$ cat config.mk
export PLATFORM = sky130hd
export DESIGN_NAME = alu_operand_decoder
export DESIGN_NICKNAME = d
export VERILOG_FILES = /design/src/rtl/alu_operand_decoder.sv
export SDC_FILE = /design/constraint.sdc
export NUM_CORES = 1
export LEC_CHECK = 0
export CORE_MARGIN = 4
export CORE_UTILIZATION = 40
export DETAILED_ROUTE_END_ITERATION = 16
export PLACE_DENSITY_LB_ADDON = 0.15
export SLEW_MARGIN = 20
export SYNTH_ARGS = -nofsm -noshare
export SYNTH_HDL_FRONTEND = slang
export SYNTH_SLANG_ARGS = --single-unit
$ cat constraint.sdc
create_clock -name clk -period 3.5 [get_ports clk]
set_clock_uncertainty 0.15 [all_clocks]
set_input_delay 0.875 -clock clk [delete_from_list [all_inputs] [get_ports clk]]
set_output_delay 0.875 -clock clk [all_outputs]
set_load 0.005 [all_outputs]
$ cat src/rtl/alu_operand_decoder.sv
// -----------------------------------------------------------------------------
// alu_operand_decoder
//
// Decode-and-issue stage in front of the ALU operand mux. Fetch hands over
// 9-bit instructions on a valid/ready handshake. Each legal instruction is
// decoded into its operand mux select, immediates and register addresses.
// The decoded op is then buffered in a small FIFO that the ALU drains over a
// second valid/ready handshake. Illegal opcodes (111) are accepted and
// dropped, and they are counted in a saturating counter.
//
// Parameters:
//   DEPTH          decoded-op FIFO entries (power of two, >= 2)
//
// Ports:
//   clk            clock, all state updates on the rising edge
//   rst_n          synchronous active-low reset
//   flush          synchronous clear of the FIFO contents
//   in_valid       fetch presents an instruction
//   in_instr[8:0]  instruction: op [8:6], rd [5:3], rs/imm [2:0]
//   in_ready       stage can accept an instruction this cycle
//   out_valid      head entry valid
//   out_ready      ALU consumes the head entry this cycle
//   alu_op[2:0]    opcode field of the head entry
//   src_sel[1:0]   operand mux select: 0 reg, 1 lsr imm, 2 dump (r0), 3 const 1
//   lsr_imm[2:0]   shift immediate
//   bit_1          constant-one bit
//   rd_addr[2:0]   destination register
//   rs_addr[2:0]   source register read address
//   wr_en          result is written to rd
//   illegal_pulse  one-cycle pulse after an illegal instruction is accepted
//   illegal_count  saturating count of illegal instructions (not flushed)
// -----------------------------------------------------------------------------
module alu_operand_decoder #(
    parameter int DEPTH = 2
) (
    input  logic       clk,
    input  logic       rst_n,
    input  logic       flush,
    input  logic       in_valid,
    input  logic [8:0] in_instr,
    output logic       in_ready,
    output logic       out_valid,
    input  logic       out_ready,
    output logic [2:0] alu_op,
    output logic [1:0] src_sel,
    output logic [2:0] lsr_imm,
    output logic       bit_1,
    output logic [2:0] rd_addr,
    output logic [2:0] rs_addr,
    output logic       wr_en,
    output logic       illegal_pulse,
    output logic [7:0] illegal_count
);

    localparam int PTR_W = $clog2(DEPTH);
    localparam int CNT_W = PTR_W + 1;
    localparam logic [CNT_W-1:0] FULL_COUNT = CNT_W'(DEPTH);

    typedef enum logic [2:0] {
        OP_ADD  = 3'b000,
        OP_SUB  = 3'b001,
        OP_AND  = 3'b010,
        OP_AND1 = 3'b011,
        OP_LSR  = 3'b100,
        OP_LSL  = 3'b101,
        OP_DMP  = 3'b110,
        OP_ILL  = 3'b111
    } opcode_e;

    typedef enum logic [1:0] {
        SRC_REG   = 2'd0,
        SRC_IMM   = 2'd1,
        SRC_DUMP  = 2'd2,
        SRC_CONST = 2'd3
    } src_sel_e;

    typedef struct packed {
        logic [2:0] alu_op;
        logic [1:0] src_sel;
        logic [2:0] lsr_imm;
        logic       bit_1;
        logic [2:0] rd_addr;
        logic [2:0] rs_addr;
        logic       wr_en;
    } entry_t;

    logic [PTR_W-1:0] wr_ptr;
    logic [PTR_W-1:0] rd_ptr;
    logic [CNT_W-1:0] count;
    entry_t           mem [DEPTH];
    entry_t           dec;
    entry_t           head;

    opcode_e op;
    logic    is_illegal;
    logic    accept;
    logic    push;
    logic    pop;
    logic    illegal_acc;

    assign op          = opcode_e'(in_instr[8:6]);
    assign is_illegal  = (op == OP_ILL);

    // Ready is a function of reset and occupancy only; a pop in the same
    // cycle never frees a slot for a push when full.
    assign in_ready    = rst_n & (count < FULL_COUNT);
    assign out_valid   = (count != '0);

    assign accept      = in_valid & in_ready;
    assign push        = accept & ~is_illegal;
    assign illegal_acc = accept & is_illegal;
    assign pop         = out_valid & out_ready;

    // Instruction decode.
    always_comb begin
        // NOTE: every field gets a default before the case so no path leaves
        // a variable unassigned, which would infer a latch.
        dec         = '0;
        dec.alu_op  = in_instr[8:6];
        dec.rd_addr = in_instr[5:3];
        dec.wr_en   = 1'b1;
        unique case (op)
            OP_ADD, OP_SUB, OP_AND: begin
                dec.src_sel = SRC_REG;
                dec.rs_addr = in_instr[2:0];
            end
            OP_AND1, OP_LSL: begin
                dec.src_sel = SRC_CONST;
                dec.bit_1   = 1'b1;
            end
            OP_LSR: begin
                dec.src_sel = SRC_IMM;
                dec.lsr_imm = in_instr[2:0];
            end
            OP_DMP: begin
                // Dump always reads r0 through the regfile port.
                dec.src_sel = SRC_DUMP;
            end
            OP_ILL: begin
                // Never written to the FIFO.
                dec.wr_en = 1'b0;
            end
        endcase
    end

    // FIFO storage.
    // NOTE: the entry array has no reset; nothing reads it while out_valid is
    // low, so clearing it would only cost flops.
    always_ff @(posedge clk) begin
        if (push && !flush) begin
            mem[wr_ptr] <= dec;
        end
    end

    // Pointers, occupancy and illegal-instruction bookkeeping.
    always_ff @(posedge clk) begin
        // NOTE: sequential state uses non-blocking assignments so every flop
        // samples pre-edge values regardless of statement order.
        if (!rst_n) begin
            wr_ptr        <= '0;
            rd_ptr        <= '0;
            count         <= '0;
            illegal_pulse <= 1'b0;
            illegal_count <= '0;
        end else begin
            // Illegal accounting is independent of flush.
            illegal_pulse <= illegal_acc;
            if (illegal_acc && (illegal_count != 8'hFF)) begin
                illegal_count <= illegal_count + 8'd1;
            end

            if (flush) begin
                wr_ptr <= '0;
                rd_ptr <= '0;
                count  <= '0;
            end else begin
                // Pointers wrap naturally since DEPTH is a power of two.
                if (push) begin
                    wr_ptr <= wr_ptr + PTR_W'(1);
                end
                if (pop) begin
                    rd_ptr <= rd_ptr + PTR_W'(1);
                end
                case ({push, pop})
                    2'b10:   count <= count + CNT_W'(1);
                    2'b01:   count <= count - CNT_W'(1);
                    default: count <= count;
                endcase
            end
        end
    end

    // Head entry drives the outputs; forced to zero when nothing is valid.
    assign head    = out_valid ? mem[rd_ptr] : '0;
    assign alu_op  = head.alu_op;
    assign src_sel = head.src_sel;
    assign lsr_imm = head.lsr_imm;
    assign bit_1   = head.bit_1;
    assign rd_addr = head.rd_addr;
    assign rs_addr = head.rs_addr;
    assign wr_en   = head.wr_en;

endmodule

---- Word-level counts from Yosys, hierarchy flattened ----
Memories as Yosys holds them, arrays and structs flattened. A register that Yosys moved wholly into a read port is not among the register bits.
Cells that the tools add are included.
word-level totals
  flip-flop bits (word level) ............. 13
  bits in writable memories ............... 32
  input port bits ......................... 14
  memories ................................ 1
memories
  memory  words  bits a word  rd ports  clocked after memory_dff  write ports  line  text
  mem     2      16           1         1                         1            90    entry_t mem [DEPTH];
operators by class
  add/subtract/negate cells ............... 5
  $lt $le $gt $ge ......................... 1
  eq/ne operators ......................... 10
  mux-type cells .......................... 11
  bitwise gates (word level) .............. 7
  reduce and logical (&&, ||, !) cells .... 9
operator list
  kind                 number
  $mux 16              1
  $eq 3x3->1 const B   4
  $add 8x1->8 const B  1
  $ne 8x8->1 const B   1
  $eq 3x2->1 const B   2
  $mux 1               6
  $mux 3               2
  $pmux 2 s3           1
  $and 1x1->1          5
  $pmux 2 s2           1
  $reduce_bool 2->1    2
  $reduce_or 2->1      2
  $eq 3x1->1 const B   1
  $logic_not 3->1      1
  $reduce_or 3->1      1
  $add 1x1->1 const B  2
  $add 2x1->2 const B  1
  $eq 2x1->1 const B   1
  $eq 2x2->1 const B   1
  $logic_and 1x1->1    2
  $lt 2x2->1 const B   1
  $not 1->1            2
  $sub 2x1->2 const B  1
  $logic_not 1->1      1

---- Logic depth before layout (Yosys ltp) ----
  depth in word-level cells ............... 7
  mapped depth ............................ 6

---- Least setup slack after synthesis ----
Ideal clock, no wire load.
  path type ............................... input to register
  start ................................... input rst_n
  end ..................................... memory mem[1][0] in the netlist's numbering (enable)
  setup time .............................. 0.413 ns
  arrival time ............................ 2.498 ns
  required time ........................... 2.937 ns
  setup slack ............................. 0.439 ns
  stages on the path ...................... 3
  path through ............................ nor2b_1 nand3_1 nor3b_1
on the way
  longest elaborated chain between the ends .. 6
RTL lines
  item                          line  text
  from (decl)                   37    input logic rst_n,
  $and 1x1->1                   106   assign in_ready = rst_n & (count < FULL_COUNT);
  $and 1x1->1                   109   assign accept = in_valid & in_ready;
  $and 1x1->1                   110   assign push = accept & ~is_illegal;
  $logic_and 1x1->1             150   if (push && !flush) begin
  $mux 1                        150
  $mux 1 (not written as such)  151   mem[wr_ptr] <= dec;
  to (decl)                     90
No other way between the ends.

---- Worst setup path after layout ----
  start ................................... input rst_n
  end ..................................... output in_ready
on the way
  longest elaborated chain between the ends .. 1
RTL lines
  item         line  text
  $and 1x1->1  106
  to (decl)    41    output logic in_ready,
No other way between the ends.

==> impl_metrics.ini <==
[sta]
drv_slew = 0
whs_ns = 0.377
hold_viol = 0
tightest_slew_ns = 0.664
fmax_mhz = 325
fin_crit_ns = 3.07
slew_headroom_pct = 55.7
setup_viol = 0
rsz0062_at_grt = no
fin_ws_ns = 0.427
min_period_over_period_pct = 87.8
totalNegativeSetupSlack_ns = 0

[cts]
cts_max_level = 2
ctsResizeCount = 0
cts_tree = yes
clk_root_buffer_cell = clkbuf_8
clock_sinks = 46
cts_buffer_depth = 2
postCtsSetupBuffers = 0
cts_hold_buf = 0
numCtsBuffers = 5
path_clk_slew_ns = 0.08
clock_latency_ns = 0.29

[synthesis]
synth_cell_types = 35
synth_area_per_cell_um2 = 12.7
synth.yosys.seq_area_share_pct = 62.5
synth_nets = 172
yosysWarnings = 0
syn_inst = 156
ys_seq_elements = 46
netlist_area_um2 = 1980

[power_and_ir_drop]
p_leak_nw = 0.852
powerDensity_nw_per_um2 = 377
p_sw_uw = 205
power_frac_seq_pct = 61.0
combPwrFrac_pct = 8.2
swShare_pct = 21.1
clock_power_share_pct = 30.9
internal_power_uw = 768
ir_drop_uv = 152

[placed_design]
gp_congestion = 0.872
post-place-ws_ns = 0.426
io_buffers = 40
hpwl_mm = 2.68
post-place-cells = 264

[final_layout]
diodes = 0
nets = 220
syn_to_final_growth_pct = 29.9
drive_gt1_share_pct = 9.27
layout.cells.non_filler = 272
fill_cells = 448

[critical_path]
timing.critical_path.mode_cell = clkdlybuf4s50_1
cp_top_family = buffers and inverters
cp_data_required_time_ns = 2.47
reg2regPathDepth = 5
r2r-end = count[1]
critPathKind = input pin to output port
worstReg2RegStart = count[1]
slowest_stage = clkdlybuf4s50_1
cp-start-kind = input pin
slowest_delay_ns = 0.53
crit_fanout = 2
critical_path.cell_chain = clkdlybuf4s50_1 > nor2b_1 > clkdlybuf4s50_1
worstPathBufferInverterCount = 2
cp.arrival_ns = 2.05
crit_path_end_kind = output port
r2r_setup_slack_ns = 1.38

[floorplanning]
fp.dieW_um = 78.4
core_area_um2 = 4750
die_h_um = 78.4
rows = 25
start_util_pct = 41.7
die_area_um2 = 6150
num_io_pins = 41

[grt]
grt_pass1_wl_mm = 6.08
globalRouteOverflowTotal = 0
grt_pass1_vias = 1322
track_usage_pct = 12.8
antenna_found_initial = 0
grt_max_degree = 19

[route]
routed_wl_mm = 3.71
routed.top_layer = met4
vias = 1329
dr.pass1.iters = 4
wl_met2_mm = 1.84
first_iter_violations = 54
wl_met3_um = 174
avgViaCountPerCell = 4.89
drc_errors = 0
met1_length_mm = 1.62
ant_nets = 0
wire_per_inst_um = 13.6

[worst_hold_path]
min_to = illegal_count[0]
min_path_type = register to register
hold_path.startpoint = illegal_count[0]
hold_depth = 2

[run]
cap_violations = 0

[outcome]
status = finished clean
layer usage:
| layer | vias to the layer above | global-route usage [%] |
|---|---|---|
| met5 | - | 0 |
| met4 | 0 | 5.77 |
| met3 | 7 | 3.33 |
| met2 | 39 | 21.2 |
| met1 | 617 | 15.5 |
| li1 | 666 | - |
cell usage after synthesis:
| cell | instances | share of area (%) |
|---|---|---|
| nor3_2 | 1 | 0.50 |
| clkbuf_1 | 1 | 0.19 |
| or3_1 | 1 | 0.32 |
| xnor2_1 | 2 | 0.88 |
| nor2b_1 | 2 | 0.63 |
| nor3b_1 | 1 | 0.38 |
| a21oi_1 | 4 | 1.0 |
| nand3b_4 | 1 | 1.0 |
| nand3_1 | 4 | 1.0 |
| nor2_1 | 24 | 4.5 |
| nand2_1 | 8 | 1.5 |
| mux2i_1 | 17 | 8.6 |
| and4_1 | 3 | 1.3 |
| dfxtp_1 | 14 | 14 |
| a311oi_1 | 2 | 0.88 |
| and2_1 | 6 | 1.9 |
| a31oi_1 | 2 | 0.63 |
| buf_2 | 2 | 0.50 |
| or2b_1 | 2 | 0.76 |
| ha_1 | 2 | 1.3 |
| nand2b_1 | 1 | 0.32 |
| inv_1 | 2 | 0.38 |
| o21ai_0 | 4 | 1.0 |
| and4bb_1 | 1 | 0.63 |
| and3_2 | 1 | 0.38 |
| nor3_1 | 5 | 1.3 |
| nor2_4 | 1 | 0.57 |
| a211oi_1 | 1 | 0.38 |
| edfxtp_1 | 32 | 48 |
| a41oi_1 | 1 | 0.44 |
| and3_1 | 2 | 0.63 |
| xor2_1 | 3 | 1.3 |
| nand3_4 | 1 | 0.88 |
| nor4_4 | 1 | 1.1 |
| a21boi_0 | 1 | 0.38 |
per-stage QoR:
step,utilization (%),power [mW],area [um2]
3_5_place_dp,52.5,0.687,2490
5_1_grt,54.2,1.02,2580
2_1_floorplan,-,0.640,1980
3_3_place_gp,52.5,0.684,2490
6_report,54.2,0.973,2580
4_1_cts,54.2,0.989,2580
power groups by stage:
stage / sequential, mW / clock [mW] / combinational, mW
3_3_place_gp: 0.605 / 0 / 0.0786
5_1_grt: 0.594 / 0.335 / 0.0881
2_1_floorplan: 0.605 / 0 / 0.0352
3_5_place_dp: 0.606 / 0 / 0.0807
6_report: 0.593 / 0.301 / 0.0795
4_1_cts: 0.593 / 0.314 / 0.0812
final cells by class:
type | instances | area (um2) | share of cell area, %
sequential | 46 | 1240 | 48.1
multi-input combinational | 105 | 734 | 28.5
timing repair buffer | 44 | 430 | 16.7
tap | 67 | 83.8 | 3.25
clock buffer | 6 | 72.6 | 2.81
clock inverter | 2 | 8.76 | 0.340
inverter | 2 | 7.51 | 0.291
worst min-delay path: cells and delay by family (launching register included):
kind          cells  cell delay [ns]
simple gates      1             0.07
mux               1             0.06
flops             1             0.35
cells in the final DEF (no fill, tap or decap), types with 2 or more instances in the layout:
cell type	netlist	final
nor3_2	1	2
dfxtp_1	14	14
or2b_1	2	2
clkdlybuf4s50_1	0	40
o21ai_0	4	4
ha_1	2	2
nand2_1	8	8
a31oi_1	2	2
a311oi_1	2	2
and4_1	3	3
and3_1	2	2
mux2i_1	17	17
buf_4	0	4
xor2_1	3	3
nor3_1	5	4
clkbuf_8	0	5
inv_1	2	2
xnor2_1	2	2
nand3_1	4	4
nor2_1	24	23
edfxtp_1	32	32
nor2b_1	2	2
a21oi_1	4	4
and2_1	6	6
logic make-up after synthesis:
logic type / after synthesis / synth area share [%]
flip-flops: 46 / 62.5
AO/OA/AOI/OAI: 15 / 4.73
multiplexers: 17 / 8.57
buffers and inverters: 5 / 1.07
adder cells (fa/ha/maj): 2 / 1.26
AND/OR/NAND/NOR: 66 / 19.6
XOR/XNOR: 5 / 2.21
flip-flops by register name, indices dropped and copies added (netlist names), named ones only:
name and cells:
illegal_pulse 1, wr_ptr 1, illegal_count 8, count 2, mem 32, rd_ptr 1
worst max-delay path by stage:
| stage | start | to | slack (ns) | cells after the start |
|---|---|---|---|---|
| floorplan | rst_n | mem[1][0] | 0.44 | 3 |
| global placement | rst_n | in_ready | 0.44 | 3 |
| detailed placement | rst_n | in_ready | 0.43 | 3 |
| CTS | count[1] | lsr_imm[1] | 0.29 | 3 |
| global route | rst_n | in_ready | 0.35 | 3 |
| finish | rst_n | in_ready | 0.43 | 3 |
(Power assumes the default switching activity.)
